$ cat src/rtl/shift_sequencer.sv
// Iterative front-end for an 8-bit, 3-bit-amount barrel shifter: splits 0..31 shifts into passes of <=7.
// Optional SHIFT_SEQ_SATURATE_EN short-circuits amounts >= 8 straight to a zero result.
module shift_sequencer (
  input  logic       clk,
  input  logic       rst_n,
  input  logic       in_valid,
  output logic       in_ready,
  input  logic [7:0] in_data,
  input  logic [4:0] in_amt,
  input  logic       in_dir,
  output logic [7:0] sh_inp,
  output logic [2:0] sh_shamt,
  output logic       sh_dir,
  input  logic [7:0] sh_out,
  output logic       out_valid,
  input  logic       out_ready,
  output logic [7:0] out_data,
  output logic       out_zero,
  output logic       busy
);

  typedef enum logic [1:0] {IDLE, SHIFT, DONE} state_t;

  state_t     state_q, state_d;
  logic [7:0] data_q, data_d;
  logic [4:0] rem_q, rem_d;
  logic       dir_q, dir_d;
  logic [2:0] step;
  logic [4:0] rem_left;

  function automatic logic [2:0] pass_step(input logic [4:0] rem);
    return (rem > 5'd7) ? 3'd7 : rem[2:0];
  endfunction

  assign step     = pass_step(rem_q);
  assign rem_left = rem_q - {2'b00, step};

  always_ff @(posedge clk or negedge rst_n) begin
    if (!rst_n) begin
      state_q <= IDLE;
      data_q  <= 8'h00;
      rem_q   <= 5'd0;
      dir_q   <= 1'b0;
    end else begin
      state_q <= state_d;
      data_q  <= data_d;
      rem_q   <= rem_d;
      dir_q   <= dir_d;
    end
  end

  always_comb begin
    state_d = state_q;
    data_d  = data_q;
    rem_d   = rem_q;
    dir_d   = dir_q;
    case (state_q)
      IDLE: begin
        if (in_valid) begin
          data_d  = in_data;
          rem_d   = in_amt;
          dir_d   = in_dir;
          state_d = (in_amt != 5'd0) ? SHIFT : DONE;
`ifdef SHIFT_SEQ_SATURATE_EN
          if (in_amt >= 5'd8) begin
            data_d  = 8'h00;
            rem_d   = 5'd0;
            state_d = DONE;
          end
`endif
        end
      end
      SHIFT: begin
        // Shifter output is folded back each cycle until the remaining amount is spent.
        data_d = sh_out;
        rem_d  = rem_left;
        if (rem_left == 5'd0) state_d = DONE;
      end
      DONE: begin
        if (out_ready) state_d = IDLE;
      end
      default: state_d = IDLE;
    endcase
  end

  // Shift amount is forced to zero outside SHIFT so the shifter is a pass-through.
  assign sh_inp    = data_q;
  assign sh_shamt  = (state_q == SHIFT) ? step : 3'd0;
  assign sh_dir    = dir_q;
  assign in_ready  = (state_q == IDLE);
  assign out_valid = (state_q == DONE);
  assign out_data  = data_q;
  assign out_zero  = (data_q == 8'h00);
  assign busy      = (state_q != IDLE);

endmodule
$ cat config.mk
export PLATFORM = sky130hd
export DESIGN_NAME = shift_sequencer
export DESIGN_NICKNAME = d
export VERILOG_FILES = /design/src/rtl/shift_sequencer.sv
export SDC_FILE = /design/constraint.sdc
export NUM_CORES = 1
export LEC_CHECK = 0
export ABC_AREA = 0
export BUFFER_PORTS_ARGS = -buffer_cell sky130_fd_sc_hd__buf_2
export CAP_MARGIN = 20
export CORE_MARGIN = 10
export CORE_UTILIZATION = 25
export DETAILED_ROUTE_END_ITERATION = 10
export PLACE_DENSITY_LB_ADDON = 0.15
export SLEW_MARGIN = 20
export SYNTH_ARGS = -nofsm -noshare
export SYNTH_HDL_FRONTEND = slang
export SYNTH_SLANG_ARGS = --single-unit
export TNS_END_PERCENT = 50
$ cat constraint.sdc
create_clock -name clk -period 4.5 [get_ports clk]
set_input_delay 0.45 -clock clk [delete_from_list [all_inputs] [get_ports clk]]
set_output_delay 0.45 -clock clk [all_outputs]
set_load 0.01 [all_outputs]
Yosys cells after proc, flatten, opt, wreduce, memory -nomap -nowiden

Cells that the tools add are included.

Output and inout port bits: 24
Bits in registers: 16
Word-level logic and storage cells: 31

$lt $le $gt $ge: 1
Equality and inequality tests: 5
Reductions and logical operators: 9
Add/sub/neg operators: 1
Mux-type cells: 11

Operators with widths:

| kind               | count |
|---|---|
| $pmux 8 s2         | 1 |
| $pmux 5 s2         | 1 |
| $logic_not 8->1    | 1 |
| $mux 2             | 4 |
| $mux 8             | 1 |
| $mux 3             | 2 |
| $pmux 2 s3         | 1 |
| $gt 5x3->1 const B | 1 |
| $logic_not 5->1    | 1 |
| $mux 5             | 1 |
| $reduce_bool 5->1  | 1 |
| $sub 5x3->5        | 1 |
| $ne 2x2->1 const B | 2 |
| $reduce_and 2->1   | 2 |
| $reduce_bool 2->1  | 2 |
| $reduce_and 3->1   | 1 |
| $eq 2x1->1 const B | 1 |
| $eq 2x2->1 const B | 1 |
| $logic_not 2->1    | 1 |
| $ne 2x1->1 const B | 1 |

Longest topological paths before layout

Depth in word-level cells: 6
Depth in mapped cells: 7

Least setup slack after synthesis

OpenSTA, ideal clock, no wires.

Path type: register -> register
Start: reg rem_q[3]
End: reg state_q[1]
Path slack: 2.766 ns
Library setup time: 0.137 ns
Arrival time: 1.597 ns
Stages on the path, launching flop included: 8
Required time: 4.363 ns
Cell sequence: dfrtp_1 -> buf_4 -> nor2_1 -> or2_2 -> ha_1 -> and3b_1 -> a221oi_1 -> a211oi_1

Word-level cells in the longest chain between the ends: 6

RTL lines:

| item                                  | line | source |
|---|---|---|
| start: declaration                    | 26   | `logic [4:0] rem_q, rem_d;` |
| start signal: assignment              | 47   | `rem_q <= rem_d;` |
| $gt 5x3->1                            | 32   | `return (rem > 5'd7) ? 3'd7 : rem[2:0];` |
| $mux 3                                | 32   |  |
| $sub 5x3->5 (*)                       | 36   | `assign rem_left = rem_q - {2'b00, step};` |
| $logic_not 5->1 (*)                   | 77   | `if (rem_left == 5'd0) state_d = DONE;` |
| $ne 2x2->1 (no source line) (*)       | --   |  |
| $reduce_and 3->1 (no source line) (*) | --   |  |
| end signal: assignment                | 45   | `state_q <= state_d;` |
| end: declaration                      | 24   | `state_t state_q, state_d;` |

Mark *: on every way between the ends. The rest lies on a longest branch, timed or not.
A chain may end at the register's enable or synchronous reset.

Worst setup path in the final report

Start: reg state_q[0]
End: out sh_shamt[0]

Word-level cells in the longest chain between the ends: 2

RTL lines:

| item             | line | source |
|---|---|---|
| $eq 2x1->1       | 88   | `assign sh_shamt = (state_q == SHIFT) ? step : 3'd0;` |
| $mux 3           | 88   |  |
| end: declaration | 12   | `output logic [2:0] sh_shamt,` |

No other way between the ends.

==> reports/qor.csv <==
stage,metric,value,unit
layout,number of diodes,0,
floorplan,Core ar.,0.00432,mm2
clock_network,Worst-Skew Late Latency,0.24,ns
yosys,Syn Inst Count,128,
routing,DR WL/cell,15.5,um
routing,routed wl met3,348,um
placement,routability cong.,0.766,
routing,DRC,0,
clock_network,CTS Hold Bufs,0,
global_routing,initial antenna violation count,0,
sta,fmax,0.380,GHz
yosys,Synth Cell Area,0.00110,mm2
floorplan,I/O pin count,50,
placement,# port buffers,49,
routing,DR pass1 iterations,4,
sta,Max Clock Skew,0.00237,ns
routing,metal2 WL,1.50,mm
global_routing,gr usage total,9.00,%
routing,post-route ant nets,0,
yosys,ys flop type,dfrtp_1,
layout,layout cell share with drive strength beyond 1,36.2,%
power_and_ir_drop,Leak Pwr,0.630,nW
global_routing,first-pass GRT wire length,5.58,mm
floorplan,row cnt,24,
sta,RSZ-0062 raised after global routing,no,
routing,WL final,3.34,mm
clock_network,CTS sink cnt,16,
sta,Slew headroom,43.4,%
clock_network,H-tree Lvls,1,
yosys,cell accounting for the most synthesized area,dfrtp_1,
routing,met1 wire length,1.47,mm
routing,top sig layer,met4,
layout,Final nets,192,
critical_path,"Max FO, Critical Path",19,
flow_run,Max Cap Violations,0,
yosys,Synth area leaders,"dfrtp_1 36%, buf_4 8.2%, nor2b_1 7.9%",
critical_path,CP Class,reg2out,
power_and_ir_drop,Power Dens Cells,717,mW/mm2
global_routing,GRT overflow,0,
routing,Via density,4.82,
placement,Detail Placement HPWL,2.61,mm
critical_path,"Arr. time, crit path",2.18,ns
yosys,ys async rst share,100,%
sta,final clock period utilization by the worst path,58.4,%
yosys,post-synth top area share,36.2,%
sta,Final setup viols,0,
global_routing,largest net degree at the start of global routing,20,
clock_network,CTS-repair resized insts,0,
critical_path,CP Capture Type,primary output,
floorplan,Die Height,86.5,um
sta,post-route minimum period,2.63,ns
floorplan,DIE WIDTH,86.5,um
yosys,Unique masters post-synth,35,
yosys,register area share after synthesis,36.2,%
sta,setup TNS,0,ns
floorplan,Initial Util,25.5,%
yosys,Mapped Avg Cell Area,8.63,um2
layout,Layout area overhead,21.1,%
clock_network,Post CTS Setup Buffer Count,0,
routing,DR iter-0 viols,63,
clock_network,CTS tree,yes,
routing,DR vias,1036,
sta,final hold violations,0,
placement,dpl ws,2.11,ns
sta,worst hold slack,0.127,ns
clock_network,Bufs on Longest Clock Path,2,
sta,Slew Limit Fails,0,
floorplan,Die Footprint,0.00748,mm2
yosys,"EDFF count, synth",0,
yosys,Synth Net Count,155,
critical_path,critical path launch point type,flop,
global_routing,vias in the first global route,1126,
power_and_ir_drop,Max VDD drop,0.000192,V
yosys,Yosys Warn Count,0,
clock_network,"Reg clk slew, reported paths",0.06,ns
worst_hold_path,hold crit path type,in2async,
run_status,outcome,"complete, no violations",
critical_path,critical path required time,4.05,ns
clock_network,clk root buf,clkbuf_8,
clock_network,Num CTS Buffers,3,
sta,Slew @ Worst Pin,0.848,ns
yosys,number of synthesized register bits,16,
sta,Final WS setup,1.87,ns
cell usage after synthesis, types with 2 or more instances:
cell type	number
a21oi_1	14
a22oi_1	9
mux2i_1	2
dfrtp_1	16
or2_2	2
o21a_1	2
buf_4	12
nor3_1	4
nand2_1	2
nor2b_1	14
a221oi_1	2
o21ai_0	11
nand2b_1	3
nor2_1	8
or4_1	2
clkbuf_1	2
inv_1	4
buf_2	2
critical path, stage by stage, from the launching register on:
cell and delay, ns:
dfrtp_1 0.69, nor2b_1 0.75, inv_1 0.21, nor2_1 0.14, buf_2 0.14
layer usage:
metal | track usage, % | vias up
met3 | 3.66 | 2
met4 | 2.65 | 0
met2 | 14.2 | 38
met1 | 11.0 | 473
li1 | - | 523
met5 | 0 | -
path summary, 6_finish.rpt:
kind | startpoint | to | slack (ns) | depth (start not counted)
setup / recovery | state_q[0]$_DFFE_PN0P_ | sh_shamt[0] | 1.87 | 4
hold / removal | rst_n | out_data[5]$_DFFE_PN0P_ | 0.13 | 1
setup reg to reg | rem_q[3]$_DFFE_PN0P_ | state_q[1]$_DFFE_PN0P_ | 2.49 | 6
hold reg to reg | sh_dir$_DFFE_PN0P_ | sh_dir$_DFFE_PN0P_ | 0.50 | 1
max in group asynchronous | rst_n | rem_q[4]$_DFFE_PN0P_ | 4.09 | 1
min in group clk | in_dir | sh_dir$_DFFE_PN0P_ | 0.43 | 2
per-stage QoR:
step / util, % / cell area [um2] / total power [mW] / std cells
2_1_floorplan: - / 1100 / 0.739 / 128
3_3_place_gp: 30.0 / 1300 / 0.864 / 212
3_5_place_dp: 30.0 / 1300 / 0.868 / 212
4_1_cts: 30.9 / 1340 / 0.980 / 215
5_1_grt: 30.9 / 1340 / 1.07 / 215
6_report: 30.9 / 1340 / 0.959 / 215
registers in the layout, summed over array words and instances, names as in the netlist:
register,cells
rem_q,5
state_q,2
sh_dir,1
out_data,8
where the power goes:
group	internal, mW	switching, mW	total (mW)	leakage [nW]
logic	0.250	0.261	0.511	0.415
registers	0.218	0.125	0.342	0.193
clock network	0.0592	0.0465	0.106	0.0216
total	0.526	0.433	0.959	0.630
cells by family after synthesis:
| logic type | after synthesis | share of synthesized area (%) |
|---|---|---|
| adder cells (fa/ha/maj) | 1 | 1.13 |
| flip-flops | 16 | 36.2 |
| buffers and inverters | 22 | 12.6 |
| multiplexers | 3 | 3.17 |
| AND/OR/NAND/NOR | 40 | 20.5 |
| AO/OA/AOI/OAI | 46 | 26.4 |
cell usage in the layout (no fill, tap or decap), drive strengths merged, types with 2 or more instances in the layout:
master	count
inv	4
a21oi	14
mux2i	2
dfrtp	16
a22oi	9
nand2	3
o21a	2
or2	3
nand2b	3
a221oi	2
o21ai	11
or4	2
nor2	8
buf	49
nor2b	14
clkbuf	3
nor3	4
final cells by class:
type                    instances  area, um2
inverters                       5       20.0
repair buffers                 49        245
clock buffers                   3       41.3
flip-flops and latches         16        400
well taps                      52       65.1
fillers                       486       2990
multi-input cells              90        566
Power figures use the tool's default switching activity.
